## src/rtl/ser_rx_if.sv

```systemverilog
// ser_rx_if: serial line inputs and received-frame outputs of the link receiver.
//   master : receiver side (samples serial_in/mode, drives frame outputs)
//   slave  : consumer side (drives serial_in/mode, observes frame outputs)
`timescale 1ns/1ps
interface ser_rx_if;
    localparam int unsigned PAYLOAD_W = 32;
    localparam int unsigned CRC_W     = 16;

    logic                 serial_in;
    logic                 mode;
    logic [PAYLOAD_W-1:0] rx_payload;
    logic [CRC_W-1:0]     rx_crc;
    logic                 frame_valid;
    logic                 crc_err;
    logic                 busy;

    modport master (
        input  serial_in, mode,
        output rx_payload, rx_crc, frame_valid, crc_err, busy
    );

    modport slave (
        output serial_in, mode,
        input  rx_payload, rx_crc, frame_valid, crc_err, busy
    );
endinterface

```

## src/rtl/ser_rx.sv

```systemverilog
// ser_rx: serial frame receiver. Recovers bit timing (sys_clk/32 or /16),
// hunts for a 24-bit sync word, then captures a 32-bit payload and 16-bit CRC.
// Ports:
//   sys_clk  - system clock, rising edge
//   reset    - asynchronous, active-low
//   bus      - ser_rx_if.master: serial_in, mode in; rx_payload, rx_crc,
//              frame_valid (1-cycle pulse), crc_err, busy out
// Optional feature: define SER_RX_CRC_CHECK_EN to build the CRC-16/CCITT
// checker; otherwise crc_err is tied to 0.
`timescale 1ns/1ps
module ser_rx #(
    parameter logic [23:0] SYNC_WORD = 24'h55557A
) (
    input  logic     sys_clk,
    input  logic     reset,
    ser_rx_if.master bus
);
    localparam int unsigned PHASE_W = 5;
    localparam int unsigned CNT_W   = 5;
    localparam int unsigned WIN_W   = 24;
    localparam int unsigned PAY_W   = 32;
    localparam int unsigned CRC_W   = 16;

    localparam logic [1:0] HUNT    = 2'd0;
    localparam logic [1:0] PAYLOAD = 2'd1;
    localparam logic [1:0] CRC     = 2'd2;

    logic               s1, s2, s3;
    logic               mode_q, mode_prev;
    logic [PHASE_W-1:0] phase;
    logic [1:0]         state, state_next;
    logic [WIN_W-1:0]   window;
    logic [CNT_W-1:0]   bit_cnt;
    logic [PAY_W-1:0]   payload_sr;
    logic [CRC_W-1:0]   crc_sr;
    logic [PAY_W-1:0]   payload_reg;
    logic [CRC_W-1:0]   crc_reg;
    logic               frame_valid_reg;
    logic               busy_reg;

    logic               bit_edge_c, mode_chg_c, strobe_c;
    logic [PHASE_W-1:0] phase_max_c, phase_mid_c;
    logic [WIN_W-1:0]   window_shift_c;
    logic               sync_hit_c, frame_done_c;

    // Input synchronizer, edge detect and mode-change detect
    always_ff @(posedge sys_clk or negedge reset) begin
        if (!reset) begin
            s1        <= 1'b0;
            s2        <= 1'b0;
            s3        <= 1'b0;
            mode_q    <= 1'b0;
            mode_prev <= 1'b0;
        end else begin
            s1        <= bus.serial_in;
            s2        <= s1;
            s3        <= s2;
            mode_q    <= bus.mode;
            mode_prev <= mode_q;
        end
    end

    assign bit_edge_c  = s2 ^ s3;
    assign mode_chg_c  = mode_q ^ mode_prev;
    assign phase_max_c = mode_q ? PHASE_W'(15) : PHASE_W'(31);
    assign phase_mid_c = mode_q ? PHASE_W'(7)  : PHASE_W'(15);
    // An edge landing on the mid point only happens before lock; skip it so
    // the freshly changed bit is not sampled twice.
    assign strobe_c    = (phase == phase_mid_c) && !bit_edge_c && !mode_chg_c;

    // Bit-phase counter, realigned on every line transition
    always_ff @(posedge sys_clk or negedge reset) begin
        if (!reset)
            phase <= '0;
        else if (bit_edge_c || mode_chg_c || phase == phase_max_c)
            phase <= '0;
        else
            phase <= phase + PHASE_W'(1);
    end

    assign window_shift_c = {window[WIN_W-2:0], s2};
    assign sync_hit_c     = (window_shift_c == SYNC_WORD);

    // State register
    always_ff @(posedge sys_clk or negedge reset) begin
        if (!reset)
            state <= HUNT;
        else
            state <= state_next;
    end

    // Next-state logic
    always_comb begin
        state_next   = state;
        frame_done_c = 1'b0;
        if (mode_chg_c) begin
            state_next = HUNT;
        end else if (strobe_c) begin
            case (state)
                HUNT:    if (sync_hit_c) state_next = PAYLOAD;
                PAYLOAD: if (bit_cnt == CNT_W'(31)) state_next = CRC;
                CRC: begin
                    if (bit_cnt == CNT_W'(15)) begin
                        state_next   = HUNT;
                        frame_done_c = 1'b1;
                    end
                end
                default: state_next = HUNT;
            endcase
        end
    end

    // Sync window, bit counter and field shift registers
    always_ff @(posedge sys_clk or negedge reset) begin
        if (!reset) begin
            window     <= '0;
            bit_cnt    <= '0;
            payload_sr <= '0;
            crc_sr     <= '0;
        end else begin
            if (mode_chg_c || (state != HUNT && state_next == HUNT))
                window <= '0;
            else if (state == HUNT && strobe_c)
                window <= window_shift_c;

            if (mode_chg_c || state_next != state)
                bit_cnt <= '0;
            else if (strobe_c && state != HUNT)
                bit_cnt <= bit_cnt + CNT_W'(1);

            if (strobe_c && state == PAYLOAD)
                payload_sr <= {payload_sr[PAY_W-2:0], s2};
            if (strobe_c && state == CRC)
                crc_sr <= {crc_sr[CRC_W-2:0], s2};
        end
    end

    // Output registers, updated only on a completed frame
    always_ff @(posedge sys_clk or negedge reset) begin
        if (!reset) begin
            payload_reg     <= '0;
            crc_reg         <= '0;
            frame_valid_reg <= 1'b0;
            busy_reg        <= 1'b0;
        end else begin
            frame_valid_reg <= frame_done_c;
            busy_reg        <= (state_next != HUNT);
            if (frame_done_c) begin
                payload_reg <= payload_sr;
                crc_reg     <= {crc_sr[CRC_W-2:0], s2};
            end
        end
    end

`ifdef SER_RX_CRC_CHECK_EN
    logic [CRC_W-1:0] crc_calc;
    logic             crc_err_reg;
    logic             crc_fb_c;

    assign crc_fb_c = crc_calc[CRC_W-1] ^ s2;

    // Bit-serial CRC-16/CCITT over the payload, seeded on sync match
    always_ff @(posedge sys_clk or negedge reset) begin
        if (!reset) begin
            crc_calc    <= '1;
            crc_err_reg <= 1'b0;
        end else begin
            if (state == HUNT && state_next == PAYLOAD)
                crc_calc <= '1;
            else if (strobe_c && state == PAYLOAD)
                crc_calc <= {crc_calc[CRC_W-2:0], 1'b0} ^ (crc_fb_c ? CRC_W'(16'h1021) : CRC_W'(0));
            if (frame_done_c)
                crc_err_reg <= (crc_calc != {crc_sr[CRC_W-2:0], s2});
        end
    end

    assign bus.crc_err = crc_err_reg;
`else
    assign bus.crc_err = 1'b0;
`endif

    assign bus.rx_payload  = payload_reg;
    assign bus.rx_crc      = crc_reg;
    assign bus.frame_valid = frame_valid_reg;
    assign bus.busy        = busy_reg;
endmodule
```

## src/flat_wrapper.sv

```systemverilog
// flat-port wrapper written by rule: the top's interface ports become plain ports
module ser_rx_flat 
#(
    parameter logic [23:0] SYNC_WORD = 24'h55557A
)
  (sys_clk, reset, bus_serial_in, bus_mode, bus_rx_payload, bus_rx_crc, bus_frame_valid, bus_crc_err, bus_busy);
  ser_rx_if bus_i ();
  input  logic sys_clk;
  input  logic reset;
  input wire logic [$bits(bus_i.serial_in)-1:0] bus_serial_in;
  input wire logic [$bits(bus_i.mode)-1:0] bus_mode;
  output wire logic [$bits(bus_i.rx_payload)-1:0] bus_rx_payload;
  output wire logic [$bits(bus_i.rx_crc)-1:0] bus_rx_crc;
  output wire logic [$bits(bus_i.frame_valid)-1:0] bus_frame_valid;
  output wire logic [$bits(bus_i.crc_err)-1:0] bus_crc_err;
  output wire logic [$bits(bus_i.busy)-1:0] bus_busy;
  assign bus_i.serial_in = bus_serial_in;
  assign bus_i.mode = bus_mode;
  assign bus_rx_payload = bus_i.rx_payload;
  assign bus_rx_crc = bus_i.rx_crc;
  assign bus_frame_valid = bus_i.frame_valid;
  assign bus_crc_err = bus_i.crc_err;
  assign bus_busy = bus_i.busy;
  ser_rx #(.SYNC_WORD(SYNC_WORD)) u_core (.sys_clk(sys_clk), .reset(reset), .bus(bus_i));
endmodule
```

## config.mk

```make
export PLATFORM = sky130hd
export DESIGN_NAME = ser_rx_flat
export DESIGN_NICKNAME = d
export VERILOG_FILES = /design/src/rtl/ser_rx_if.sv /design/src/rtl/ser_rx.sv /design/src/flat_wrapper.sv
export SDC_FILE = /design/constraint.sdc
export NUM_CORES = 1
export LEC_CHECK = 0
export ABC_CLOCK_PERIOD_IN_PS = 3500
export BUFFER_PORTS_ARGS = -buffer_cell sky130_fd_sc_hd__buf_2
export CORE_MARGIN = 4
export CORE_UTILIZATION = 63
export DETAILED_ROUTE_END_ITERATION = 8
export GPL_ROUTABILITY_DRIVEN = 0
export PLACE_DENSITY_LB_ADDON = 0.05
export SLEW_MARGIN = 20
export SYNTH_ARGS = -nofsm -noshare
export SYNTH_HDL_FRONTEND = slang
export SYNTH_SLANG_ARGS = --single-unit
```

## constraint.sdc

```tcl
create_clock -name sys_clk -period 3.5 [get_ports sys_clk]
set_input_delay 0.7 -clock sys_clk [delete_from_list [all_inputs] [get_ports sys_clk]]
set_output_delay 0.7 -clock sys_clk [all_outputs]
set_load 0.005 [all_outputs]
```

# Word level (Yosys, flattened, before mapping)
# Index checks and enable logic that the tools add are counted.
dict set report op_classes {
  mux 17
  magnitude_cmp 0
  n_reduce_logical 19
  eq_ne 8
  multipliers 0
  n_shift 0
  n_addsub 2
  div_mod_pow 0
  n_bitwise 2
}
# cell count
set ops {}
lappend ops {{23-bit 2-to-1 mux} 2}
lappend ops {{24-bit by 23-bit == test with 1-bit output (second input constant)} 1}
lappend ops {{5-bit 2-to-1 mux} 4}
lappend ops {{5-bit by 1-bit adder with 5-bit output (second input constant)} 2}
lappend ops {{5-bit == test} 2}
lappend ops {{2-bit 2-to-1 mux} 5}
lappend ops {{2-bit nonzero test} 4}
lappend ops {{1-bit logical AND} 7}
lappend ops {{2-bit one-hot mux with 3 select lines} 1}
lappend ops {{5-bit by 4-bit == test with 1-bit output (second input constant)} 1}
lappend ops {{5-bit == test (second input constant)} 1}
lappend ops {{2-bit logical NOT} 2}
lappend ops {{1-bit logical OR} 4}
lappend ops {{1-bit 2-to-1 mux} 4}
lappend ops {{4-bit 2-to-1 mux} 1}
lappend ops {{2-bit by 1-bit == test with 1-bit output (second input constant)} 1}
lappend ops {{2-bit == test (second input constant)} 1}
lappend ops {{1-bit logical NOT} 2}
lappend ops {{2-bit != test} 1}
lappend ops {{1-bit XOR} 2}
dict set report totals {
  wordCells 63
  mem_bits_rw 0
  out_inout_bits 51
  mem_bits_ro 0
  latchBits 0
  register_bits 137
  mem_count 0
}

# Depth between registers and ports, before layout
dict set report logic_depth {
  ltp_word 10
  ltp_mapped 7
}

# Worst setup path before layout
# OpenSTA, ideal clock, no wires.
dict set report synth_timing {
  path_type {flip-flop to flip-flop}
  startpoint {register u_core.mode_q}
  endpoint {register u_core.crc_sr[0]}
  slack_ps 1501
  synth_period_minus_slack_ps 1999
  path_buffers 2
  arrival_time_ps 1874
  path_stages_with_launch 7
  path_cell_list {dfrtp_1 -> xnor2_2 -> nand4_2 -> or3_1 -> buf_6 -> buf_12 -> mux2_4}
}
dict set report synth_via {
  elab_chain_cells 5
  elab_cells_between_ends 7
  cone_classes {eq/ne: 1; mux: 1; bitwise: 1; reduce/logical: 4}
}
# item line
set synth_rtl {}
lappend synth_rtl {{start: declaration} ser_rx.sv:29} ;# logic mode_q, mode_prev;
lappend synth_rtl {{start signal: assignment} ser_rx.sv:58} ;# mode_q <= bus.mode;
lappend synth_rtl {{4-bit 2-to-1 mux} ser_rx.sv:66} ;# assign phase_mid_c = mode_q ? PHASE_W'(7) : PHASE_W'(15);
lappend synth_rtl {{5-bit == test} ser_rx.sv:69} ;# assign strobe_c = (phase == phase_mid_c) && !bit_edge_c && !mode_chg_c;
lappend synth_rtl {{1-bit logical AND} ser_rx.sv:69}
lappend synth_rtl {{1-bit logical AND *} ser_rx.sv:69}
lappend synth_rtl {{1-bit logical AND *} ser_rx.sv:133} ;# if (strobe_c && state == CRC)
lappend synth_rtl {{end signal: assignment} ser_rx.sv:134} ;# crc_sr <= {crc_sr[CRC_W-2:0], s2};
lappend synth_rtl {{end: declaration} ser_rx.sv:35} ;# logic [CRC_W-1:0] crc_sr;
# Every way passes the cells marked *; elsewhere a longest branch is shown, timed or not.
# A chain may end at the register's enable or synchronous reset.

# Final worst setup path
dict set report layout_timing {
  startpoint {register u_core.mode_q}
  endpoint {register u_core.crc_sr[7]}
}
# Same word-level chain as after synthesis.

==> results.cfg <==
[grt]
grt_max_degree = 81
grt_use_total = 0.212
grt_pass1_vias = 3453
antenna_found_initial = 0
grt_pass1_wl_um = 17000
gr-total-overflow = 0

[route]
detail_route.wl_per_cell_um = 17.1
drc = 0
avgViaCountPerCell = 5.81
vias = 3342
drt_wl_total_um = 9860
final_antenna_net_count = 0
drt-initial-drc-count = 120
first_pass_iters = 5

[timing]
tns_ns = 0
setup_slack_ns = 0.999
slew_headroom = 0.475
maxSlewViolCount = 0
period_share = 0.715
final-hold-violation-count = 0
skew_ns = 0.00681
tightestPinTransition_ns = 0.787
setup_viol = 0
fmax_mhz = 400
rsz0062_at_grt = false
min_period_ns = 2.50

[placed_design]
port_buffers = 53
pre_cts_ws_ns = 1.02
hpwlAfterDp_um = 6040

[synthesis]
synth.distinct_cells = 37
synthesis.area_sq_um = 5530
synth_nets = 410
syn_area_per_cell_sq_um = 13.8
yosysWarningCount = 0
ys_seq_area_frac = 0.620
synth_cells = 402
synth_area_leaders = dfrtp_1 (62%), mux2_2 (17%), mux2_4 (2.7%)
synth_top_cell_by_area = dfrtp_1
synth_seq_cells = 137
synth.top_cell.area_share = 0.620

[layout]
layout-drive-gt1-share = 0.411
multi_input_area_sq_um = 1950
fin_nets = 466
seq_area_sq_um = 3430
syn_to_final_growth_pct = 16.7
num_antenna_cells = 0
fillers = 535

[critical_path]
worstSetupPathType = register to register
critPathLaunchType = register
cp_num_buf_inv = 1
cp-end-kind = register
crit_arrival_ns = 2.89
path_cells = xnor2_2, nand4_2, buf_4, or3_1, mux2_4
critPathLaunch = u_core.mode_q$_DFF_PN0_
r2r_start = u_core.mode_q$_DFF_PN0_
cp_max_fo = 35
cp_slowest_cell = or3_1
cp.required_ns = 3.89
slowest_delay_ns = 0.68
critical_path.top_delay_family = simple AND/OR/NAND/NOR gates

[floorplanning]
row_count = 33
ios = 55
die_w_um = 102
initial_utilization = 0.660
core_sq_um = 8380
die_h_um = 102
dieArea_sq_um = 10300

[clocking]
cts_buffers = 17
root_buffer = clkbuf_8
post_cts_resized = 0
cts_tree = done
clk_latency_ns = 0.51
cts_sinks = 137
post_cts_buffers = 0
ctsHoldBuffers = 0
htree_levels = 4
cts_buffer_depth = 2
clkTransAtPathRegs_ns = 0.06

[pwr]
power.total_mw = 3.39
power.density_nw_per_um2 = 525
max-vdd-ir-drop_mv = 0.427
p_leak_nw = 3.36

[job]
drv_cap = 0

[status]
status = complete, no violations

[min_path]
min_path_type = primary input to asynchronous set/reset pin
logic make-up after synthesis:
group	Yosys count	synth area share
other	1	0.000678
flip-flops	137	0.620
adder cells (fa/ha/maj)	4	0.00905
AO/OA/AOI/OAI	65	0.0647
AND/OR/NAND/NOR	65	0.0665
XOR/XNOR	6	0.0109
buffers and inverters	29	0.0283
multiplexers	95	0.200
per-stage QoR:
| stage | hold WS, ns | cells | utilization | cell area [sq um] |
|---|---|---|---|---|
| 2_1_floorplan | 0.331 | 402 | - | 5530 |
| 3_3_place_gp | 0.335 | 544 | 0.701 | 5880 |
| 3_5_place_dp | 0.336 | 544 | 0.701 | 5880 |
| 4_1_cts | 0.223 | 575 | 0.770 | 6450 |
| 5_1_grt | 0.237 | 575 | 0.770 | 6450 |
| 6_report | 0.197 | 575 | 0.770 | 6450 |
final timing paths:
kind / to / slack (ns) / depth (start not counted)
max: u_core.crc_sr[7]$_DFFE_PN0P_ / 1.0 / 5
max reg2reg: u_core.crc_sr[7]$_DFFE_PN0P_ / 1.0 / 5
min reg2reg: u_core.s2$_DFF_PN0_ / 0.35 / 0
min: u_core.bus.rx_crc[9]$_DFFE_PN0P_ / 0.20 / 1
max in group asynchronous: u_core.s2$_DFF_PN0_ / 2.53 / 2
min in group sys_clk: u_core.mode_q$_DFF_PN0_ / 0.30 / 1
cell usage after synthesis:
cell / instances
buf_12: 1
or2_2: 1
and3b_1: 1
nand4_1: 4
xor2_1: 2
or3_1: 4
xnor2_1: 3
o21ai_0: 29
inv_1: 4
buf_6: 2
ha_1: 4
buf_2: 10
buf_4: 1
a221oi_1: 1
o31ai_1: 1
and3_1: 1
and4b_1: 1
a22oi_1: 4
xnor2_2: 1
mux2_2: 85
buf_1: 2
a21oi_1: 25
o221a_2: 1
nor3_1: 1
nand3_1: 27
nor2b_1: 2
nor4bb_1: 5
o211ai_1: 4
mux2_4: 10
dfrtp_1: 137
nand4_2: 1
nand2_1: 5
conb_1: 1
nor2_1: 10
nand2b_1: 1
and4_1: 1
clkbuf_1: 9
power breakdown:
part	leakage [nW]	internal, mW	switching (mW)	total (mW)
Sequential	1.90	1.59	0.00478	1.59
Combinational	1.18	0.0130	0.0509	0.0639
Clock	0.270	1.03	0.702	1.73
placed cells by master (no fill, tap or decap), drive strengths merged, types with 4 or more instances in the layout:
master and instances:
dfrtp 137, mux2 95, buf 62, o21ai 29, nand3 27, a21oi 25
clkbuf 17, nor2 10, inv 10, nor4bb 5, nand2 5, nand4 5
o211ai 4, or3 4, a22oi 4, ha 4, clkinvlp 4, xnor2 4
layout make-up:
cell class	count	share of cell area
Inverter	4	0.00233
Timing Repair Buffer	62	0.0545
Clock buffer	17	0.0642
Sequential cell	137	0.531
Tap cell	105	0.0204
Multi-Input combinational cell	236	0.302
Clock inverter	14	0.0252
metal layers:
metal | GRT usage | share of wire | up-vias
met2 | 0.321 | 0.49 | 88
li1 | - | - | 1554
met5 | 0 | 0 | -
met4 | 0.0798 | 0.014 | 0
met1 | 0.297 | 0.44 | 1688
met3 | 0.0572 | 0.053 | 12
(Power assumes the default switching activity.)
